===== src/rtl/dmem_pkg.sv =====
// Shared definitions for the data-memory arbiter: memop encodings and FSM states.
package dmem_pkg;

    // Memop encodings shared by the requesters and the memory port.
    localparam logic [2:0] MOP_LB  = 3'b000;
    localparam logic [2:0] MOP_LH  = 3'b001;
    localparam logic [2:0] MOP_LW  = 3'b010;
    localparam logic [2:0] MOP_LWX = 3'b110; // alias of lw (bit 2 is don't-care for words)
    localparam logic [2:0] MOP_LBU = 3'b100;
    localparam logic [2:0] MOP_LHU = 3'b101;

    typedef enum logic [1:0] {
        StIdle,
        StIssue,
        StWait,
        StResp
    } dmem_state_e;

endpackage


===== src/rtl/dmem_req_check.sv =====
// Combinational request checker: flags bad memops, misaligned accesses and
// out-of-range word indices.
//   we_i     1=store, 0=load
//   memop_i  memop encoding
//   addr_i   byte address
//   err_o    1 when the access must not reach memory
module dmem_req_check
    import dmem_pkg::*;
#(
    parameter int unsigned DEPTH = 2048
) (
    input  logic        we_i,
    input  logic [2:0]  memop_i,
    input  logic [31:0] addr_i,
    output logic        err_o
);

    always_comb begin
        err_o = 1'b0;
        case (memop_i)
            MOP_LB:          err_o = 1'b0;
            MOP_LH:          err_o = addr_i[0];
            MOP_LW, MOP_LWX: err_o = (addr_i[1:0] != 2'b00);
            // Unsigned variants are meaningless for stores.
            MOP_LBU:         err_o = we_i;
            MOP_LHU:         err_o = we_i | addr_i[0];
            default:         err_o = 1'b1;
        endcase
        if ({2'b00, addr_i[31:2]} >= DEPTH) begin
            err_o = 1'b1;
        end
    end

endmodule


===== src/rtl/dmem_arbiter.sv =====
// Two-requester arbiter for the single-port data memory. m0 has priority; m1 is
// forced through after MAX_WAIT consecutive losses. One access is in flight at a
// time: IDLE (grant) -> ISSUE (mem_en) -> WAIT (loads) -> RESP (rvalid).
//   clk, rst_n                    clock, async active-low reset
//   mN_req/we/memop/addr/datain   request side, held until mN_gnt
//   mN_gnt                        accept pulse (combinational in IDLE)
//   mN_rvalid/dataout/err         completion pulse with result
//   mem_en/we/memop/addr/datain   memory strobe and command, zero when idle
//   mem_dataout                   extended read data, RD_LAT cycles after mem_en
module dmem_arbiter
    import dmem_pkg::*;
#(
    parameter int unsigned DEPTH    = 2048,
    parameter int unsigned RD_LAT   = 1,
    parameter int unsigned MAX_WAIT = 4
) (
    input  logic        clk,
    input  logic        rst_n,
    input  logic        m0_req,
    input  logic        m0_we,
    input  logic [2:0]  m0_memop,
    input  logic [31:0] m0_addr,
    input  logic [31:0] m0_datain,
    output logic        m0_gnt,
    output logic        m0_rvalid,
    output logic [31:0] m0_dataout,
    output logic        m0_err,
    input  logic        m1_req,
    input  logic        m1_we,
    input  logic [2:0]  m1_memop,
    input  logic [31:0] m1_addr,
    input  logic [31:0] m1_datain,
    output logic        m1_gnt,
    output logic        m1_rvalid,
    output logic [31:0] m1_dataout,
    output logic        m1_err,
    output logic        mem_en,
    output logic        mem_we,
    output logic [2:0]  mem_memop,
    output logic [31:0] mem_addr,
    output logic [31:0] mem_datain,
    input  logic [31:0] mem_dataout
);

    localparam int unsigned CntW = $clog2(MAX_WAIT + 1);
    localparam int unsigned LatW = $clog2(RD_LAT + 1);
    localparam logic [CntW-1:0] CntMax  = CntW'(MAX_WAIT);
    localparam logic [LatW-1:0] LatLast = LatW'(RD_LAT);

    dmem_state_e     state_q, state_d;
    logic            owner_q, owner_d;
    logic            we_q, we_d;
    logic [2:0]      memop_q, memop_d;
    logic [31:0]     addr_q, addr_d;
    logic [31:0]     datain_q, datain_d;
    logic            err_q, err_d;
    logic [31:0]     rdata_q, rdata_d;
    logic [CntW-1:0] cnt_q, cnt_d;
    logic [LatW-1:0] lat_q, lat_d;

    logic        sel_m1;
    logic        sel_we;
    logic [2:0]  sel_memop;
    logic [31:0] sel_addr;
    logic [31:0] sel_datain;
    logic        sel_err;

    assign sel_m1     = m1_req & (~m0_req | (cnt_q == CntMax));
    assign sel_we     = sel_m1 ? m1_we     : m0_we;
    assign sel_memop  = sel_m1 ? m1_memop  : m0_memop;
    assign sel_addr   = sel_m1 ? m1_addr   : m0_addr;
    assign sel_datain = sel_m1 ? m1_datain : m0_datain;

    dmem_req_check #(
        .DEPTH (DEPTH)
    ) u_req_check (
        .we_i    (sel_we),
        .memop_i (sel_memop),
        .addr_i  (sel_addr),
        .err_o   (sel_err)
    );

    always_comb begin
        state_d  = state_q;
        owner_d  = owner_q;
        we_d     = we_q;
        memop_d  = memop_q;
        addr_d   = addr_q;
        datain_d = datain_q;
        err_d    = err_q;
        rdata_d  = rdata_q;
        cnt_d    = cnt_q;
        lat_d    = lat_q;
        m0_gnt   = 1'b0;
        m1_gnt   = 1'b0;

        // Starvation count only tracks an uninterrupted m1 request.
        if (!m1_req) begin
            cnt_d = '0;
        end

        case (state_q)
            StIdle: begin
                if (m0_req || m1_req) begin
                    m0_gnt   = ~sel_m1;
                    m1_gnt   = sel_m1;
                    owner_d  = sel_m1;
                    we_d     = sel_we;
                    memop_d  = sel_memop;
                    addr_d   = sel_addr;
                    datain_d = sel_datain;
                    err_d    = sel_err;
                    rdata_d  = '0;
                    if (sel_m1) begin
                        cnt_d = '0;
                    end else if (m1_req && (cnt_q != CntMax)) begin
                        cnt_d = cnt_q + CntW'(1);
                    end
                    state_d = StIssue;
                end
            end
            StIssue: begin
                if (err_q || we_q) begin
                    state_d = StResp;
                end else begin
                    lat_d   = LatW'(1);
                    state_d = StWait;
                end
            end
            StWait: begin
                if (lat_q == LatLast) begin
                    rdata_d = mem_dataout;
                    state_d = StResp;
                end else begin
                    lat_d = lat_q + LatW'(1);
                end
            end
            StResp: begin
                state_d = StIdle;
            end
            default: begin
                state_d = StIdle;
            end
        endcase
    end

    always_ff @(posedge clk or negedge rst_n) begin
        if (!rst_n) begin
            state_q  <= StIdle;
            owner_q  <= 1'b0;
            we_q     <= 1'b0;
            memop_q  <= '0;
            addr_q   <= '0;
            datain_q <= '0;
            err_q    <= 1'b0;
            rdata_q  <= '0;
            cnt_q    <= '0;
            lat_q    <= '0;
        end else begin
            state_q  <= state_d;
            owner_q  <= owner_d;
            we_q     <= we_d;
            memop_q  <= memop_d;
            addr_q   <= addr_d;
            datain_q <= datain_d;
            err_q    <= err_d;
            rdata_q  <= rdata_d;
            cnt_q    <= cnt_d;
            lat_q    <= lat_d;
        end
    end

    // rdata_q is cleared at grant and only loaded for good loads, so stores
    // and errors return zero without extra gating.
    always_comb begin
        mem_en     = (state_q == StIssue) & ~err_q;
        mem_we     = mem_en & we_q;
        mem_memop  = mem_en ? memop_q  : '0;
        mem_addr   = mem_en ? addr_q   : '0;
        mem_datain = mem_en ? datain_q : '0;
        m0_rvalid  = (state_q == StResp) & ~owner_q;
        m1_rvalid  = (state_q == StResp) & owner_q;
        m0_err     = m0_rvalid & err_q;
        m1_err     = m1_rvalid & err_q;
        m0_dataout = m0_rvalid ? rdata_q : '0;
        m1_dataout = m1_rvalid ? rdata_q : '0;
    end

endmodule

===== config.mk =====
export PLATFORM = sky130hd
export DESIGN_NAME = dmem_arbiter
export DESIGN_NICKNAME = d
export VERILOG_FILES = /design/src/rtl/dmem_pkg.sv /design/src/rtl/dmem_req_check.sv /design/src/rtl/dmem_arbiter.sv
export SDC_FILE = /design/constraint.sdc
export NUM_CORES = 1
export LEC_CHECK = 0
export BUFFER_PORTS_ARGS = -buffer_cell sky130_fd_sc_hd__buf_4
export CAP_MARGIN = 25
export CORE_MARGIN = 5
export CORE_UTILIZATION = 45
export DETAILED_ROUTE_END_ITERATION = 8
export GPL_ROUTABILITY_DRIVEN = 1
export GPL_TIMING_DRIVEN = 1
export PLACE_DENSITY_LB_ADDON = 0.3
export SYNTH_ARGS = -nofsm -noshare
export SYNTH_HDL_FRONTEND = slang
export SYNTH_SLANG_ARGS = --single-unit

===== constraint.sdc =====
create_clock -name clk -period 2.4 [get_ports clk]
set_input_delay 0.12 -clock clk [delete_from_list [all_inputs] [get_ports clk]]
set_output_delay 0.12 -clock clk [all_outputs]
set_load 0.01 [all_outputs]

==> qor.yml <==
status:
  outcome: "complete, no violations"
placed_design:
  gp_congestion: 0.920
  hpwl_um: 14200
  dpl_worst_slack_ns: 0.230
  io_buffers: 310
setup_path:
  cp.buffers_inverters: 3
  cp.required_ns: 2.28
  cpMostUsedCell: "buf_4"
  cpPeakStageDelay_ns: 0.39
  worstReg2RegStart: "state_q[0]$_DFFE_PN0P_"
  crit_slowest_cell: "dfrtp_1"
  worstSetupEndpointType: "primary output"
  arrival_ns: 2.10
  crit_family: "buffers and inverters"
  path_cells: "inv_1 -> ha_1 -> a21boi_2 -> nand2b_2 -> nor2_2 -> buf_4 -> buf_4"
  critPathMaxFanout: 33
  cp-start-kind: "flip-flop"
  critPathKind: "flip-flop to primary output"
  worstSetupStartpoint: "cnt_q[0]$_DFF_PN0_"
die:
  dieWidth_um: 122
  die-area_um2: 14800
  die_height_um: 122
  core_um2: 12100
  ios: 311
  start_util: 0.463
  rows: 40
route:
  ant_nets: 0
  drt_iter0_markers: 539
  routed_wl_um: 20100
  wl_per_cell_um: 18.3
  via_count: 5866
  drc_errors: 0
  viasPerCell: 5.33
  dr.pass1.iters: 8
cts:
  cts_tree: "yes"
  cts_buffers: 9
  ctsLongestPathBuffers: 2
  cts_setup_buffers: 0
  cts_sinks: 108
  htreeDepth: 3
  cts.clk_slew.worst_paths_ns: 0.07
  cts_root_buf: "clkbuf_16"
  clock_latency_ns: 0.35
finish:
  final_layout_size_suffix_gt1_frac: 0.374
  syn_to_final_growth_pct: 62.4
  fin_nets: 1101
  layout_commonest_cell: "buf_4"
  final_cell_mix: "buf_4 (318), dfrtp_1 (108), and2_1 (105), dlygate4sd3_1 (74), nand2_1 (45)"
timing:
  fmax_mhz: 450
  setup_violations: 0
  rsz0062_at_grt: "false"
  period_share: 0.925
  hold_violations: 0
  clock-skew-final_ns: 0.00703
  fin_crit_ns: 2.22
  tightest_slew_ns: 0.509
  maxSlewViolCount: 0
  fin_tns_setup_ns: 0
  slew_headroom: 0.660
  fin_ws_ns: 0.180
synthesis:
  synthesis.nets: 740
  synth_edf_count: 0
  synthCells: 562
  syn_area_um2: 5610
  yosysUniqueCellTypes: 34
  avgSynthCellArea_um2: 9.99
  synth-seq-cells: 108
  async_flop_share: 1.00
  synth-warning-count: 0
  seq_area_frac_synth: 0.481
  synth-main-ff-cell: "dfrtp_1"
flow_run:
  drv_cap: 0
pwr:
  total_power_uw: 7500
  power_density_nw_per_um2: 823
  peakVddDrop_v: 0.000490
  leakage_uw: 0.00498
grt:
  grt_usage: 0.263
  antenna_found_initial: 2
  grt_start_max_net_pins: 72
  overflow: 0
  grt_pass1_vias: 6031
  grt_pass1_wl_um: 30600
worst_hold_path:
  hp-class: "input port to flip-flop"
  worstHoldStart: "m0_datain[17]"
routing by layer:
layer / vias up / wire length [µm] / GRT usage / share of wire
li1: 2705 / - / - / -
met1: 2760 / 7280 / 0.302 / 0.36
met2: 333 / 10400 / 0.456 / 0.52
met3: 68 / 1570 / 0.0692 / 0.078
met4: 0 / 844 / 0.124 / 0.042
met5: - / 0 / 0 / 0
registers in the layout, summed over array words and instances (netlist names):
| name | cells |
|---|---|
| err_q | 1 |
| rdata_q | 32 |
| lat_q | 1 |
| datain_q | 32 |
| state_q | 2 |
| owner_q | 1 |
| cnt_q | 3 |
| addr_q | 32 |
| we_q | 1 |
| memop_q | 3 |
kinds of logic after synthesis:
| family | synth area share |
|---|---|
| mux | 0.0660 |
| fa+ha+maj | 0.0134 |
| buf+inv | 0.0691 |
| compound gates | 0.160 |
| flops | 0.481 |
| simple gates | 0.210 |
what timing repair did:
item / CTS / global route
hold buffers: 74 / 0
gates resized for setup: 0 / 2
endpoints found under the setup margin: 0 / 1
hold endpoints to repair: 92 / 0
worst min-delay path, delay by kind of cell:
family / cells / cell delay [ns]
AOI/OAI and AO/OA: 1 / 0.07
buffers and inverters: 2 / 0.14
where the power goes:
part	total, µW	switching (µW)	leakage (µW)	internal [µW]
clock	1510	691	0.000138	815
combinational	2930	1550	0.00349	1380
sequential	3070	455	0.00135	2610
total	7500	2700	0.00498	4810
synth_stat cells, types with 2 or more instances:
| master | n | area, µm² |
|---|---|---|
| a222oi_1 | 31 | 310 |
| a22o_1 | 32 | 280 |
| and2_1 | 105 | 657 |
| and3_1 | 33 | 206 |
| buf_2 | 7 | 35.0 |
| buf_6 | 8 | 90.1 |
| clkbuf_1 | 29 | 109 |
| dfrtp_1 | 108 | 2700 |
| ha_1 | 6 | 75.1 |
| inv_1 | 37 | 139 |
| mux2i_1 | 37 | 370 |
| nand2_1 | 45 | 169 |
| nand2b_1 | 2 | 12.5 |
| nand3_1 | 7 | 35.0 |
| nor2b_1 | 2 | 12.5 |
| nor4_1 | 10 | 62.6 |
| o21ai_0 | 16 | 80.1 |
| o21ai_1 | 31 | 155 |
path summary, 6_finish.rpt:
| kind | endpoint | slack (ns) | cells after the start |
|---|---|---|---|
| max in group asynchronous | datain_q[8]$_DFFE_PN0P_ | 1.36 | 3 |
| max | m1_gnt | 0.18 | 7 |
| min in group asynchronous | datain_q[3]$_DFFE_PN0P_ | 0.28 | 2 |
| min | datain_q[17]$_DFFE_PN0P_ | 0.009 | 3 |
| max reg2reg | rdata_q[4]$_DFFE_PN0P_ | 0.28 | 7 |
| min reg2reg | memop_q[1]$_DFFE_PN0P_ | 0.48 | 2 |
stage by stage:
step	instances	cell area, µm²	utilization	hold WS (ns)
5_1_grt	1098	9110	0.752	0.00272
3_3_place_gp	1006	8060	0.665	0.0970
2_1_floorplan	562	5610	-	-0.176
3_5_place_dp	1006	8060	0.665	0.109
6_report	1100	9120	0.753	0.00948
4_1_cts	1096	9100	0.751	0.00109
cell type report:
cell class / count / area [µm²]
Sequential cell: 108 / 2700
Clock inverter: 7 / 75.1
Inverter: 38 / 143
Antenna cell: 4 / 10.0
Fill cell: 828 / 2990
Tap cell: 168 / 210
Timing Repair Buffer: 396 / 3200
Multi-Input combinational cell: 370 / 2550
Clock buffer: 9 / 225
(Power assumes the default switching activity.)
